**config.mk**
```make
export PLATFORM = sky130hd
export DESIGN_NAME = decode_stage
export DESIGN_NICKNAME = d
export VERILOG_FILES = /design/src/rtl/decode_pkg.sv /design/src/rtl/decode_stage_fwd_mux.sv /design/src/rtl/decode_stage.sv
export SDC_FILE = /design/constraint.sdc
export NUM_CORES = 1
export LEC_CHECK = 0
export ABC_AREA = 1
export CAP_MARGIN = 20
export CORE_ASPECT_RATIO = 0.9
export CORE_MARGIN = 8
export CORE_UTILIZATION = 55
export DETAILED_ROUTE_END_ITERATION = 7
export DONT_BUFFER_PORTS = 1
export PLACE_DENSITY = 0.7
export SLEW_MARGIN = 30
export SYNTH_ARGS = -nofsm -noshare
export SYNTH_HDL_FRONTEND = slang
export SYNTH_SLANG_ARGS = --single-unit
```
**constraint.sdc**
```tcl
create_clock -name clk -period 3.7 [get_ports clk]
set_input_delay 1.11 -clock clk [delete_from_list [all_inputs] [get_ports clk]]
set_output_delay 1.11 -clock clk [all_outputs]
set_load 0.02 [all_outputs]
```
**src/rtl/decode_pkg.sv**
```systemverilog
// rtl/decode_pkg.sv - shared constants, ALU codes and kill-FSM states for the decode stage
package decode_pkg;

    localparam int REG_W    = 5;
    localparam int ALUOP_W  = 4;
    localparam int ALUSEL_W = 3;

    localparam logic [6:0] OPC_LUI    = 7'b0110111;
    localparam logic [6:0] OPC_AUIPC  = 7'b0010111;
    localparam logic [6:0] OPC_JAL    = 7'b1101111;
    localparam logic [6:0] OPC_JALR   = 7'b1100111;
    localparam logic [6:0] OPC_BRANCH = 7'b1100011;
    localparam logic [6:0] OPC_LOAD   = 7'b0000011;
    localparam logic [6:0] OPC_STORE  = 7'b0100011;
    localparam logic [6:0] OPC_OPIMM  = 7'b0010011;
    localparam logic [6:0] OPC_OP     = 7'b0110011;

    localparam logic [2:0] F3_ADD  = 3'b000;
    localparam logic [2:0] F3_SLL  = 3'b001;
    localparam logic [2:0] F3_SLT  = 3'b010;
    localparam logic [2:0] F3_SLTU = 3'b011;
    localparam logic [2:0] F3_XOR  = 3'b100;
    localparam logic [2:0] F3_SR   = 3'b101;
    localparam logic [2:0] F3_OR   = 3'b110;
    localparam logic [2:0] F3_AND  = 3'b111;

    localparam logic [2:0] F3_BEQ  = 3'b000;
    localparam logic [2:0] F3_BNE  = 3'b001;
    localparam logic [2:0] F3_BLT  = 3'b100;
    localparam logic [2:0] F3_BGE  = 3'b101;
    localparam logic [2:0] F3_BLTU = 3'b110;
    localparam logic [2:0] F3_BGEU = 3'b111;

    localparam logic [ALUOP_W-1:0] ALU_NOP_OP   = 4'd0;
    localparam logic [ALUOP_W-1:0] ALU_ADD_OP   = 4'd1;
    localparam logic [ALUOP_W-1:0] ALU_SUB_OP   = 4'd2;
    localparam logic [ALUOP_W-1:0] ALU_SLL_OP   = 4'd3;
    localparam logic [ALUOP_W-1:0] ALU_SLT_OP   = 4'd4;
    localparam logic [ALUOP_W-1:0] ALU_SLTU_OP  = 4'd5;
    localparam logic [ALUOP_W-1:0] ALU_XOR_OP   = 4'd6;
    localparam logic [ALUOP_W-1:0] ALU_SRL_OP   = 4'd7;
    localparam logic [ALUOP_W-1:0] ALU_SRA_OP   = 4'd8;
    localparam logic [ALUOP_W-1:0] ALU_OR_OP    = 4'd9;
    localparam logic [ALUOP_W-1:0] ALU_AND_OP   = 4'd10;
    localparam logic [ALUOP_W-1:0] ALU_LOAD_OP  = 4'd11;
    localparam logic [ALUOP_W-1:0] ALU_STORE_OP = 4'd12;
    localparam logic [ALUOP_W-1:0] ALU_JAL_OP   = 4'd13;
    localparam logic [ALUOP_W-1:0] ALU_BR_OP    = 4'd14;

    localparam logic [ALUSEL_W-1:0] ALU_NOP_SEL    = 3'd0;
    localparam logic [ALUSEL_W-1:0] ALU_ARITH_SEL  = 3'd1;
    localparam logic [ALUSEL_W-1:0] ALU_LOGIC_SEL  = 3'd2;
    localparam logic [ALUSEL_W-1:0] ALU_SHIFT_SEL  = 3'd3;
    localparam logic [ALUSEL_W-1:0] ALU_CMP_SEL    = 3'd4;
    localparam logic [ALUSEL_W-1:0] ALU_MEM_SEL    = 3'd5;
    localparam logic [ALUSEL_W-1:0] ALU_JUMP_SEL   = 3'd6;
    localparam logic [ALUSEL_W-1:0] ALU_BRANCH_SEL = 3'd7;

    typedef enum logic {ST_RUN, ST_KILL} kill_state_t;

    // alt selects SUB over ADD and SRA over SRL (instruction bit 30)
    function automatic logic [ALUOP_W-1:0] alu_op_f3(input logic [2:0] f3, input logic alt);
        case (f3)
            F3_ADD:  alu_op_f3 = alt ? ALU_SUB_OP : ALU_ADD_OP;
            F3_SLL:  alu_op_f3 = ALU_SLL_OP;
            F3_SLT:  alu_op_f3 = ALU_SLT_OP;
            F3_SLTU: alu_op_f3 = ALU_SLTU_OP;
            F3_XOR:  alu_op_f3 = ALU_XOR_OP;
            F3_SR:   alu_op_f3 = alt ? ALU_SRA_OP : ALU_SRL_OP;
            F3_OR:   alu_op_f3 = ALU_OR_OP;
            default: alu_op_f3 = ALU_AND_OP;
        endcase
    endfunction

    function automatic logic [ALUSEL_W-1:0] alu_sel_of(input logic [ALUOP_W-1:0] op);
        case (op)
            ALU_ADD_OP, ALU_SUB_OP:             alu_sel_of = ALU_ARITH_SEL;
            ALU_SLL_OP, ALU_SRL_OP, ALU_SRA_OP: alu_sel_of = ALU_SHIFT_SEL;
            ALU_SLT_OP, ALU_SLTU_OP:            alu_sel_of = ALU_CMP_SEL;
            ALU_XOR_OP, ALU_OR_OP, ALU_AND_OP:  alu_sel_of = ALU_LOGIC_SEL;
            ALU_LOAD_OP, ALU_STORE_OP:          alu_sel_of = ALU_MEM_SEL;
            ALU_JAL_OP:                         alu_sel_of = ALU_JUMP_SEL;
            ALU_BR_OP:                          alu_sel_of = ALU_BRANCH_SEL;
            default:                            alu_sel_of = ALU_NOP_SEL;
        endcase
    endfunction

endpackage

```
**src/rtl/decode_stage_fwd_mux.sv**
```systemverilog
// rtl/decode_stage_fwd_mux.sv - per-operand forwarding mux with x0 rule and priority select
module fwd_mux
    import decode_pkg::*;
#(
    parameter int XLEN = 32,
    parameter int NFWD = 2
) (
    input  logic [REG_W-1:0]      addr,
    input  logic [XLEN-1:0]       rf_data,
    input  logic [NFWD-1:0]       fw_we,
    input  logic [REG_W*NFWD-1:0] fw_addr,
    input  logic [XLEN*NFWD-1:0]  fw_data,
    output logic [XLEN-1:0]       data
);

    // scan oldest to youngest so the lowest matching index wins; x0 overrides everything
    always_comb begin
        data = rf_data;
        for (int i = NFWD - 1; i >= 0; i--) begin
            if (fw_we[i] && (fw_addr[REG_W*i +: REG_W] == addr)) begin
                data = fw_data[XLEN*i +: XLEN];
            end
        end
        if (addr == '0) begin
            data = '0;
        end
    end

endmodule

```
**src/rtl/decode_stage.sv**
```systemverilog
// rtl/decode_stage.sv - RV32I decode with ID/EX register, forwarding, load-use stall and branch kill
module decode_stage
    import decode_pkg::*;
#(
    parameter int XLEN        = 32,
    parameter int NFWD        = 2,
    parameter int STALL_CNT_W = 16
) (
    input  logic                   clk,
    input  logic                   rst_n,
    input  logic                   in_valid,
    output logic                   in_ready,
    input  logic [31:0]            in_inst,
    input  logic [XLEN-1:0]        in_pc,
    output logic                   rf_re1,
    output logic                   rf_re2,
    output logic [4:0]             rf_raddr1,
    output logic [4:0]             rf_raddr2,
    input  logic [XLEN-1:0]        rf_rdata1,
    input  logic [XLEN-1:0]        rf_rdata2,
    input  logic [NFWD-1:0]        fw_we,
    input  logic [5*NFWD-1:0]      fw_addr,
    input  logic [XLEN*NFWD-1:0]   fw_data,
    input  logic                   ex_is_load,
    input  logic [4:0]             ex_rd,
    input  logic                   flush,
    output logic                   redirect_valid,
    output logic [XLEN-1:0]        redirect_pc,
    output logic                   out_valid,
    input  logic                   out_ready,
    output logic [ALUOP_W-1:0]     out_aluop,
    output logic [ALUSEL_W-1:0]    out_alusel,
    output logic [XLEN-1:0]        out_op1,
    output logic [XLEN-1:0]        out_op2,
    output logic [XLEN-1:0]        out_sdata,
    output logic                   out_wreg,
    output logic [4:0]             out_waddr,
    output logic [XLEN-1:0]        out_pc,
    output logic [STALL_CNT_W-1:0] stall_cnt
);

    logic [6:0]          opcode;
    logic [2:0]          f3;
    logic [4:0]          rd, rs1, rs2;
    logic [XLEN-1:0]     imm_i, imm_s, imm_b, imm_j, imm_u;
    logic [XLEN-1:0]     rs1_val, rs2_val;
    logic [ALUOP_W-1:0]  d_aluop;
    logic [ALUSEL_W-1:0] d_alusel;
    logic [XLEN-1:0]     d_op1, d_op2, d_sdata, target;
    logic                d_wreg, is_jal, is_jalr, is_br, br_cond, taken;
    logic [4:0]          d_waddr;
    logic                hazard, advance, accept, kill_fire;
    kill_state_t         state, state_next;

    assign opcode = in_inst[6:0];
    assign f3     = in_inst[14:12];
    assign rd     = in_inst[11:7];
    assign rs1    = in_inst[19:15];
    assign rs2    = in_inst[24:20];

    // immediates are assembled at 32 bits then sign-extended to XLEN
    assign imm_i = XLEN'($signed({{20{in_inst[31]}}, in_inst[31:20]}));
    assign imm_s = XLEN'($signed({{20{in_inst[31]}}, in_inst[31:25], in_inst[11:7]}));
    assign imm_b = XLEN'($signed({{19{in_inst[31]}}, in_inst[31], in_inst[7], in_inst[30:25], in_inst[11:8], 1'b0}));
    assign imm_j = XLEN'($signed({{11{in_inst[31]}}, in_inst[31], in_inst[19:12], in_inst[20], in_inst[30:21], 1'b0}));
    assign imm_u = XLEN'($signed({in_inst[31:12], 12'b0}));

    assign rf_raddr1 = rs1;
    assign rf_raddr2 = rs2;

    fwd_mux #(.XLEN(XLEN), .NFWD(NFWD)) u_fwd1 (
        .addr(rs1), .rf_data(rf_rdata1), .fw_we(fw_we), .fw_addr(fw_addr), .fw_data(fw_data), .data(rs1_val)
    );

    fwd_mux #(.XLEN(XLEN), .NFWD(NFWD)) u_fwd2 (
        .addr(rs2), .rf_data(rf_rdata2), .fw_we(fw_we), .fw_addr(fw_addr), .fw_data(fw_data), .data(rs2_val)
    );

    // instruction decode and operand selection
    always_comb begin
        d_aluop = ALU_NOP_OP;
        d_op1   = '0;
        d_op2   = '0;
        d_sdata = '0;
        d_wreg  = 1'b0;
        rf_re1  = 1'b0;
        rf_re2  = 1'b0;
        is_jal  = 1'b0;
        is_jalr = 1'b0;
        is_br   = 1'b0;
        case (opcode)
            OPC_OP: begin
                rf_re1 = 1'b1; rf_re2 = 1'b1;
                d_aluop = alu_op_f3(f3, in_inst[30]);
                d_op1 = rs1_val; d_op2 = rs2_val; d_wreg = 1'b1;
            end
            OPC_OPIMM: begin
                rf_re1 = 1'b1;
                d_aluop = alu_op_f3(f3, in_inst[30] && (f3 == F3_SR));
                d_op1 = rs1_val; d_op2 = imm_i; d_wreg = 1'b1;
            end
            OPC_LOAD: begin
                rf_re1 = 1'b1;
                d_aluop = ALU_LOAD_OP;
                d_op1 = rs1_val; d_op2 = imm_i; d_wreg = 1'b1;
            end
            OPC_STORE: begin
                rf_re1 = 1'b1; rf_re2 = 1'b1;
                d_aluop = ALU_STORE_OP;
                d_op1 = rs1_val; d_op2 = imm_s; d_sdata = rs2_val;
            end
            OPC_LUI: begin
                d_aluop = ALU_ADD_OP; d_op2 = imm_u; d_wreg = 1'b1;
            end
            OPC_AUIPC: begin
                d_aluop = ALU_ADD_OP; d_op1 = in_pc; d_op2 = imm_u; d_wreg = 1'b1;
            end
            OPC_JAL: begin
                is_jal = 1'b1;
                d_aluop = ALU_JAL_OP; d_op1 = in_pc; d_op2 = XLEN'(4); d_wreg = 1'b1;
            end
            OPC_JALR: begin
                rf_re1 = 1'b1; is_jalr = 1'b1;
                d_aluop = ALU_JAL_OP; d_op1 = in_pc; d_op2 = XLEN'(4); d_wreg = 1'b1;
            end
            OPC_BRANCH: begin
                rf_re1 = 1'b1; rf_re2 = 1'b1; is_br = 1'b1;
                d_aluop = ALU_BR_OP; d_op1 = rs1_val; d_op2 = rs2_val;
            end
            default: ;
        endcase
        d_alusel = alu_sel_of(d_aluop);
        d_waddr  = d_wreg ? rd : 5'd0;
    end

    // branch condition and control-flow target
    always_comb begin
        case (f3)
            F3_BEQ:  br_cond = (rs1_val == rs2_val);
            F3_BNE:  br_cond = (rs1_val != rs2_val);
            F3_BLT:  br_cond = ($signed(rs1_val) <  $signed(rs2_val));
            F3_BGE:  br_cond = ($signed(rs1_val) >= $signed(rs2_val));
            F3_BLTU: br_cond = (rs1_val <  rs2_val);
            F3_BGEU: br_cond = (rs1_val >= rs2_val);
            default: br_cond = 1'b0;
        endcase
        taken = is_jal || is_jalr || (is_br && br_cond);
        if (is_jalr) begin
            target = (rs1_val + imm_i) & ~XLEN'(1);
        end else if (is_jal) begin
            target = in_pc + imm_j;
        end else begin
            target = in_pc + imm_b;
        end
    end

    assign hazard = ex_is_load && (ex_rd != 5'd0) &&
                    ((rf_re1 && (rs1 == ex_rd)) || (rf_re2 && (rs2 == ex_rd)));
    assign advance   = !out_valid || out_ready;
    assign in_ready  = !hazard && advance;
    assign accept    = in_valid && in_ready;
    assign kill_fire = accept && taken && (state == ST_RUN) && !flush;

    // kill-FSM next state: flush wins, then taken-transfer arms, then one drop disarms
    always_comb begin
        state_next = state;
        if (flush) begin
            state_next = ST_RUN;
        end else begin
            case (state)
                ST_RUN:  if (accept && taken) state_next = ST_KILL;
                ST_KILL: if (accept) state_next = ST_RUN;
                default: state_next = ST_RUN;
            endcase
        end
    end

    // kill-FSM state register
    always_ff @(posedge clk or negedge rst_n) begin
        if (!rst_n) begin
            state <= ST_RUN;
        end else begin
            state <= state_next;
        end
    end

    // ID/EX register: load decoded instruction or a bubble when the slot advances
    always_ff @(posedge clk or negedge rst_n) begin
        if (!rst_n) begin
            out_valid  <= 1'b0;
            out_aluop  <= ALU_NOP_OP;
            out_alusel <= ALU_NOP_SEL;
            out_op1    <= '0;
            out_op2    <= '0;
            out_sdata  <= '0;
            out_wreg   <= 1'b0;
            out_waddr  <= '0;
            out_pc     <= '0;
        end else if (flush || (advance && !(accept && state == ST_RUN))) begin
            out_valid  <= 1'b0;
            out_aluop  <= ALU_NOP_OP;
            out_alusel <= ALU_NOP_SEL;
            out_wreg   <= 1'b0;
        end else if (advance) begin
            out_valid  <= 1'b1;
            out_aluop  <= d_aluop;
            out_alusel <= d_alusel;
            out_op1    <= d_op1;
            out_op2    <= d_op2;
            out_sdata  <= d_sdata;
            out_wreg   <= d_wreg;
            out_waddr  <= d_waddr;
            out_pc     <= in_pc;
        end
    end

    // one-cycle redirect pulse for a taken transfer accepted on the right path
    always_ff @(posedge clk or negedge rst_n) begin
        if (!rst_n) begin
            redirect_valid <= 1'b0;
            redirect_pc    <= '0;
        end else begin
            redirect_valid <= kill_fire;
            if (kill_fire) begin
                redirect_pc <= target;
            end
        end
    end

    // saturating count of load-use bubbles
    always_ff @(posedge clk or negedge rst_n) begin
        if (!rst_n) begin
            stall_cnt <= '0;
        end else if (hazard && in_valid && advance && !flush && (stall_cnt != '1)) begin
            stall_cnt <= stall_cnt + STALL_CNT_W'(1);
        end
    end

endmodule

```
; After elaboration in Yosys (flattened, before gate mapping)
; Memory sizes are Yosys's and may differ from the RTL's.
; Cells that the tools add are included.
[classes]
n_addsub = 4
magnitude_cmp = 4
eq_ne = 25
muxes = 38
bitwise_logic = 2
n_reduce_logical = 45
[op_table]
columns = cell, count
row1 = 2-to-1 mux 32 bit, 9
row2 = one-hot mux 32 bit (5 select lines), 1
row3 = adder 32 bit, 3
row4 = one-hot mux 4 bit (7 select lines), 3
row5 = greater-or-equal comparator 32 bit, 2
row6 = less-than comparator 32 bit, 2
row7 = one-hot mux 32 bit (2 select lines), 1
row8 = == test 32 bit, 1
row9 = inequality test 32 bit, 1
row10 = == test 5 bit, 6
row11 = "== test 7 x 6 -> 1 bit, second input constant", 3
row12 = "== test 7 bit, second input constant", 3
row13 = logical AND 1 bit, 21
row14 = "adder 16 x 1 -> 16 bit, second input constant", 1
row15 = 2-to-1 mux 4 bit, 4
row16 = "inequality test 16 bit, second input constant", 1
row17 = "== test 7 x 5 -> 1 bit, second input constant", 2
row18 = 2-to-1 mux 1 bit, 13
row19 = "== test 3 bit, second input constant", 4
row20 = logical NOT 5 bit, 2
row21 = OR reduction 2 bit, 4
row22 = "== test 7 x 2 -> 1 bit, second input constant", 1
row23 = OR reduction 7 bit, 1
row24 = "== test 3 x 2 -> 1 bit, second input constant", 2
row25 = 16 further kinds, 27
[word_totals]
reg_bits = 192
mem_bits_ro = 48
in_bits = 215
wordCells = 132
memories = 1
[memory_table]
columns = name, words, word_bits, rd, rd_clocked_by_memory_dff, wr, line_no
row1 = (name not given), 16, 3, 1, 0, 0, decode_pkg.sv:76  ; case (op)

; Longest topological paths before layout
; Gate-level depths: netlist of run 1.
[logic_depth]
depth_word = 15
depth_mapped = 33
ltp_nobuf = 32

; By module
; Synthesis of run 1 repeated with hierarchy kept, for this count alone.
[hier_totals]
cells_unflattened = 2598
area_unflattened_um2 = 16568.4
[modules_own_cells]
columns = module, instances, cells_each, area_each_um2
row1 = decode_stage, 1, 2002, 13845.8
row2 = fwd_mux, 2, 298, 1361.3

; Worst setup path before layout of run 1
; No wires, ideal clock.
[synth_path]
path_type = input to register
start = input in_inst[5]
end = register redirect_pc[25]
t_arrival_ps = 4767
t_required_ps = 3587
setup_slack_ps = -1180
cell_stages = 28
n_path_buf = 1
cell_sequence = inv_2 -> nor2_1 -> inv_2 -> nor2_1 -> inv_2 -> nor2_1 -> inv_1 -> nor2_1 -> clkbuf_1 -> a21oi_1 -> ha_1 -> fa_1 -> nand3_1 -> nand3_1 -> a31oi_1 -> o21ai_0 -> a21boi_0 -> o21ai_0 -> a21boi_0 -> nor2_1 -> nand2_1 -> nand2_1 -> o21ai_0 -> a21oi_1 -> nor2_1 -> nand4_1 -> nand2_1 -> inv_1
[synth_via]
elab_chain_cells = 12
[synth_rtl]
columns = element, line_no
row1 = start: declaration, decode_stage.sv:13  ; input logic [31:0] in_inst,
row2 = "== test 7 x 5 -> 1 bit, or another cell as far along", decode_stage.sv:91  ; case (opcode)
row3 = OR reduction 6 bit (no line) / OR reduction 3 bit (equally long branches), -
row4 = 2-to-1 mux 1 bit, decode_stage.sv:91
row5 = logical AND 1 bit, decode_stage.sv:158  ; ((rf_re1 && (rs1 == ex_rd)) || (rf_re2 && (rs2 == ex_rd)));
row6 = logical OR 1 bit, decode_stage.sv:158
row7 = logical AND 1 bit, decode_stage.sv:157  ; assign hazard = ex_is_load && (ex_rd != 5'd0) &&
row8 = logical NOT 1 bit, decode_stage.sv:160  ; assign in_ready = !hazard && advance;
row9 = logical AND 1 bit, decode_stage.sv:160
row10 = logical AND 1 bit, decode_stage.sv:161  ; assign accept = in_valid && in_ready;
row11 = logical AND 1 bit (3 in series), decode_stage.sv:162  ; assign kill_fire = accept && taken && (state == ST_RUN) && !flush;
row12 = end signal: assignment, decode_stage.sv:225  ; redirect_pc <= target;
row13 = end: declaration, decode_stage.sv:28  ; output logic [XLEN-1:0] redirect_pc,
; Several ways; a longest one is shown, not always the timed one.
; A chain may end at the register's enable or synchronous reset.

; Final worst setup path of run 1
[layout_path]
start = input in_inst[23]
end = register redirect_pc[9]
[layout_via]
elab_chain_cells = 12
[layout_rtl]
columns = element, line_no
row1 = == test 5 bit, decode_stage_fwd_mux.sv:20  ; if (fw_we[i] && (fw_addr[REG_W*i +: REG_W] == addr)) begin
row2 = logical AND 1 bit, decode_stage_fwd_mux.sv:20
row3 = 2-to-1 mux 32 bit (2 in series), decode_stage_fwd_mux.sv:20
row4 = 2-to-1 mux 32 bit, decode_stage_fwd_mux.sv:24  ; if (addr == '0) begin
row5 = "greater-or-equal comparator 32 bit, or another cell as far along", decode_stage.sv:144  ; F3_BGEU: br_cond = (rs1_val >= rs2_val);
row6 = one-hot mux 1 bit (6 select lines), decode_stage.sv:138  ; case (f3)
row7 = logical AND 1 bit, decode_stage.sv:147  ; taken = is_jal || is_jalr || (is_br && br_cond);
row8 = logical OR 1 bit, decode_stage.sv:147
row9 = logical AND 1 bit (3 in series), decode_stage.sv:162
; Several ways; a longest one is shown, not always the timed one.

==> report_table.html, run 1 <==
<table>
<tr><th>Metric</th><th>Value</th></tr>
<tr><th colspan="2">Logic synthesis</th></tr>
<tr><td>Post-synthesis instance area</td><td>0.0156 mm²</td></tr>
<tr><td>Distinct cell type count after synthesis</td><td>59</td></tr>
<tr><td>Dominant cells by area after synthesis</td><td>dfrtp_1, nand2_1, ha_1</td></tr>
<tr><td>Synth Area in Simple Gates</td><td>0.287</td></tr>
<tr><td>Syn avg cell area</td><td>between 6 and 7 µm²</td></tr>
<tr><td>Share of the synthesized area in the top cell type</td><td>0.309</td></tr>
<tr><td>Synth Area in Adders</td><td>0.0790</td></tr>
<tr><td>Share of flip-flops with an asynchronous set or reset</td><td>1.00</td></tr>
<tr><td>Most used flip-flop cell after synthesis</td><td>dfrtp_1</td></tr>
<tr><td>Sequential fraction of the synthesis area</td><td>0.309</td></tr>
<tr><td>Most common cell in the netlist</td><td>nand2_1</td></tr>
<tr><td>Xor/xnor cell area share of the yosys netlist</td><td>0.0225</td></tr>
<tr><td>Most frequent cells after synthesis</td><td>nand2_1, inv_1, nor2_1</td></tr>
<tr><td>Post-synthesis cell count</td><td>approximately 2,300</td></tr>
<tr><td>Most area-hungry cell type in the Yosys netlist</td><td>dfrtp_1</td></tr>
<tr><td>Register bit total from synthesis</td><td>192</td></tr>
<tr><td>Yosys warns</td><td>0</td></tr>
<tr><td>Compound-cell area share of the yosys netlist</td><td>0.199</td></tr>
<tr><td>Number of synthesized flops with an enable pin</td><td>0</td></tr>
<tr><td>Synthesized Nets</td><td>2,611</td></tr>
<tr><td>Dominant combinational cell family by area after synthesis</td><td>simple AND/OR/NAND/NOR gates</td></tr>
<tr><td>Mux cell area share after synthesis</td><td>0.00193</td></tr>
<tr><th colspan="2">Timing</th></tr>
<tr><td>Min Tclk post-route</td><td>4.27 ns</td></tr>
<tr><td>Min setup slack post-route</td><td>-0.569 ns</td></tr>
<tr><td>Fin. Hold Viols</td><td>0</td></tr>
<tr><td>Clock Skew</td><td>~0.0092 ns</td></tr>
<tr><td>Count of endpoints failing setup in the final report</td><td>34</td></tr>
<tr><td>Worst-case hold slack</td><td>0.338 ns</td></tr>
<tr><td>Transition at the pin with the smallest max-transition slack</td><td>0.701 ns</td></tr>
<tr><td>F_max</td><td>0.234 GHz</td></tr>
<tr><td>Worst relative slew slack</td><td>0.532</td></tr>
<tr><td>RSZ-0062 raised after global routing</td><td>true</td></tr>
<tr><td>Period utilisation layout</td><td>1.15</td></tr>
<tr><td>Count of final max-slew check failures</td><td>0</td></tr>
<tr><th colspan="2">Global routing</th></tr>
<tr><td>Number of global-route vias before repair</td><td>~17,000</td></tr>
<tr><td>Global-route congestion overflow total</td><td>0</td></tr>
<tr><td>Met1 global-route usage</td><td>0.488</td></tr>
<tr><td>Pin count of the biggest net entering global routing</td><td>193</td></tr>
<tr><td>Grt met3 use</td><td>0.137</td></tr>
<tr><td>Tot GR Track Use</td><td>0.394</td></tr>
<tr><td>Layer with the highest usage after global routing</td><td>met2</td></tr>
<tr><td>Wire length of the first global-routing pass</td><td>104,000 µm</td></tr>
<tr><td>GR met2 Demand/Resource</td><td>0.613</td></tr>
<tr><td>Initial antenna violation count</td><td>3</td></tr>
<tr><th colspan="2">Worst setup path</th></tr>
<tr><td>Type of the setup path with the least slack</td><td>input pin to register</td></tr>
<tr><td>Maximum single-stage delay on the critical path</td><td>0.30 ns</td></tr>
<tr><td>Capture instance of the worst register-to-register path</td><td>stall_cnt[14]$_DFFE_PN0P_</td></tr>
<tr><td>Capturing element type of the critical path</td><td>register</td></tr>
<tr><td>Slowest CP cell</td><td>nor4b_4</td></tr>
<tr><td>Worst reg2reg setup slack</td><td>1.28 ns</td></tr>
<tr><td>Most numerous cell on the critical path</td><td>nand2_1</td></tr>
<tr><td>Beginning of the worst register-to-register path</td><td>stall_cnt[0]$_DFFE_PN0P_</td></tr>
<tr><td>Critical path buffers and inverters</td><td>7</td></tr>
<tr><td>Worst-path maximum fanout</td><td>26</td></tr>
<tr><td>Depth of the most critical reg-to-reg path</td><td>11</td></tr>
<tr><td>Category of the worst setup path launch point</td><td>input pin</td></tr>
<tr><td>Crit path arrival time</td><td>roughly 4.6 ns</td></tr>
<tr><td>Data required time at the worst endpoint</td><td>4.05 ns</td></tr>
<tr><td>Top cell family by delay on the critical path</td><td>simple AND/OR/NAND/NOR gates</td></tr>
<tr><th colspan="2">Detailed routing</th></tr>
<tr><td>Number of vias in the routed layout</td><td>18,300</td></tr>
<tr><td>Number of DRC markers after the initial detailed-route iteration</td><td>2,235</td></tr>
<tr><td>Sum of routed wire length over all layers</td><td>70,400 µm</td></tr>
<tr><td>Total DRC errors in the routed layout</td><td>0</td></tr>
<tr><td>Per-cell routed wire length</td><td>23.6 µm</td></tr>
<tr><td>DR pass1 iterations</td><td>7</td></tr>
<tr><td>Remaining antenna violation count after routing</td><td>0</td></tr>
<tr><td>Via density</td><td>6.13</td></tr>
<tr><th colspan="2">Clock tree</th></tr>
<tr><td>Clock sinks</td><td>192</td></tr>
<tr><td>Clk Latency, worst-skew pair</td><td>between 0.4 and 0.5 ns</td></tr>
<tr><td>TritonCTS clock tree</td><td>done</td></tr>
<tr><td>Clock transition at the registers of the reported paths</td><td>roughly 0.08 ns</td></tr>
<tr><td>Maximum count of clock buffers along a single path</td><td>2</td></tr>
<tr><td>Clk root buf</td><td>clkbuf_16</td></tr>
<tr><td>Total CTS buffers</td><td>17</td></tr>
<tr><td>H-Tree Level Count</td><td>4</td></tr>
<tr><th colspan="2">Final layout</th></tr>
<tr><td>Nets@finish</td><td>between 2,000 and 3,000</td></tr>
<tr><td>Area growth syn-to-layout</td><td>29.2%</td></tr>
<tr><td>Final standard cell area without fillers</td><td>0.0201 mm²</td></tr>
<tr><td>Ant. Diodes</td><td>0</td></tr>
<tr><td>Share of cells above drive strength 1</td><td>0.223</td></tr>
<tr><th colspan="2">Die</th></tr>
<tr><td>Die outline area</td><td>between 0.03 and 0.04 mm²</td></tr>
<tr><td>Core footprint</td><td>about 0.028 mm²</td></tr>
<tr><td>Effective utilization at floorplan</td><td>0.558</td></tr>
<tr><td>Ports</td><td>419</td></tr>
<tr><td>Die width</td><td>193 µm</td></tr>
<tr><td>Number of rows created at floorplan</td><td>58</td></tr>
<tr><td>Die extent in y</td><td>between 150 and 200 µm</td></tr>
<tr><th colspan="2">Placement</th></tr>
<tr><td>Input/output buffers</td><td>0</td></tr>
<tr><td>GP Congestion</td><td>slightly above 1</td></tr>
<tr><td>DP Area</td><td>roughly 0.019 mm²</td></tr>
<tr><td>Half-perimeter wire length after placement</td><td>54,900 µm</td></tr>
<tr><th colspan="2">Power and ir drop</th></tr>
<tr><td>Static Leak</td><td>10.5 nW</td></tr>
<tr><td>Total power density per cell area</td><td>~330 mW/mm²</td></tr>
<tr><td>Worst-case vdd ir drop</td><td>386 µV</td></tr>
<tr><th colspan="2">Status</th></tr>
<tr><td>Violated checks</td><td>negative setup slack</td></tr>
<tr><td>Result of the run</td><td>complete, but fails checks</td></tr>
<tr><th colspan="2">Flow run</th></tr>
<tr><td>Count of maximum capacitance violations</td><td>0</td></tr>
<tr><th colspan="2">Hold path</th></tr>
<tr><td>Path type of the worst min-delay path</td><td>input pin to async pin</td></tr>
</table>
==> how the worst max path moves through the flow <==
stage                start                     endpoint  slack (ns)  cells past startpoint
4_1_cts         fw_addr[9]  redirect_pc[24]$_DFFE_PN0P_       -0.41                     26
3_5_place_dp    fw_addr[9]   redirect_pc[4]$_DFFE_PN0P_       -1.05                     26
6_report       in_inst[23]   redirect_pc[9]$_DFFE_PN0P_       -0.57                     25
5_1_grt        in_inst[24]   redirect_pc[9]$_DFFE_PN0P_       -0.74                     27
2_1_floorplan   in_inst[4]  redirect_pc[25]$_DFFE_PN0P_       -0.61                     27
3_3_place_gp    in_inst[1]  redirect_pc[28]$_DFFE_PN0P_       -1.01                     25
==> flip-flops by register name (all words and copies together), names as in the netlist <==
name and flops:
state 1, out_waddr 5, stall_cnt 16, out_wreg 1, out_sdata 32, redirect_valid 1, redirect_pc 32, out_op1 32
out_pc 32, out_op2 32, out_valid 1, out_alusel 3, out_aluop 4
==> per-layer routing <==
metal / up-vias / share of wire
met4: 6 / 0.049
met3: 205 / 0.13
met5: - / 0.00054
met1: 8618 / 0.39
met2: 1179 / 0.43
li1: 8311 / -
==> cells by family (layout without fill, tap and decap cells) <==
group / count (synthesis) / count (layout)
AO/OA/AOI/OAI: 516 / 516
XOR/XNOR: 40 / 40
adder cells (fa/ha/maj): 97 / 97
buffers and inverters: 391 / 711
flip-flops: 192 / 192
multiplexers: 3 / 3
AND/OR/NAND/NOR: 1060 / 1069
==> report_power, final <==
group	switching [W]	internal (W)	leakage, nW
Combinational	0.00124	0.000959	7.65
Clock	0.00104	0.000938	0.302
Sequential	0.000308	0.00223	2.51
==> cells in the final DEF (no fill, tap or decap), types with 5 or more instances in the layout <==
| cell type | count |
|---|---|
| nor2_2 | 12 |
| nand2_4 | 13 |
| o221ai_1 | 25 |
| dfrtp_1 | 192 |
| o21a_1 | 8 |
| buf_12 | 22 |
| nand3b_1 | 7 |
| nand2_1 | 626 |
| ha_1 | 87 |
| a31oi_1 | 8 |
| nand3_2 | 5 |
| nor3_1 | 20 |
| inv_1 | 253 |
| xnor2_1 | 15 |
| nor2_4 | 8 |
| buf_6 | 5 |
| o21ai_2 | 16 |
| o211ai_1 | 79 |
| nand4_1 | 34 |
| nand2_8 | 7 |
| ha_4 | 6 |
| clkinv_8 | 5 |
| nor4_1 | 9 |
| a21oi_2 | 5 |
| a21oi_1 | 143 |
| o31ai_1 | 35 |
| o21ai_0 | 135 |
| o22ai_1 | 11 |
| nand3_1 | 93 |
| clkbuf_16 | 19 |
| inv_8 | 6 |
| nor2_1 | 180 |
| inv_2 | 23 |
| or2_2 | 7 |
| nand2_2 | 31 |
| o21ai_1 | 24 |
| buf_4 | 356 |
| xor2_1 | 25 |
| inv_12 | 5 |
==> area by class of cell <==
class	instances	area, µm²
multi-input combinational	1725	9770
fill	2220	7760
sequential	192	4800
timing repair buffer	389	3290
inverter	290	1160
tap	360	450
clock buffer	17	425
clock inverter	15	196
==> metrics by stage <==
stage                     std cells  power (W)   util  setup slack (ns)  TNS (ns)
after floorplan                2299    0.00365      -            -0.615    -16.51
after CTS                      2976    0.00660  0.708            -0.415    -13.07
after global routing           2988    0.00699  0.722            -0.735    -23.24
after global placement         2915    0.00452  0.665             -1.01    -31.56
after detailed placement       2915    0.00457  0.665             -1.05    -35.19
final                          2988    0.00672  0.722            -0.569    -17.14
==> repair_timing <==
action	in CTS	in global routing
hold buffers	0	0
cloned	9	5
pin swaps	15	38
resized for setup	68	62
buffers inserted	20	7
setup endpoints to repair	35	35
No activity file was read; power rests on OpenSTA's default activity.
==> run 2: changes to the inputs <==
--- a/config.mk
+++ b/config.mk
@@ -10,6 +10,7 @@
 export CORE_ASPECT_RATIO = 0.9
 export CORE_MARGIN = 8
 export CORE_UTILIZATION = 55
+export CTS_CLUSTER_SIZE = 30
 export DETAILED_ROUTE_END_ITERATION = 7
 export DONT_BUFFER_PORTS = 1
 export PLACE_DENSITY = 0.7
==> results of run 2 <==
Final layout, timing and power as in run 1 (identical DEF).
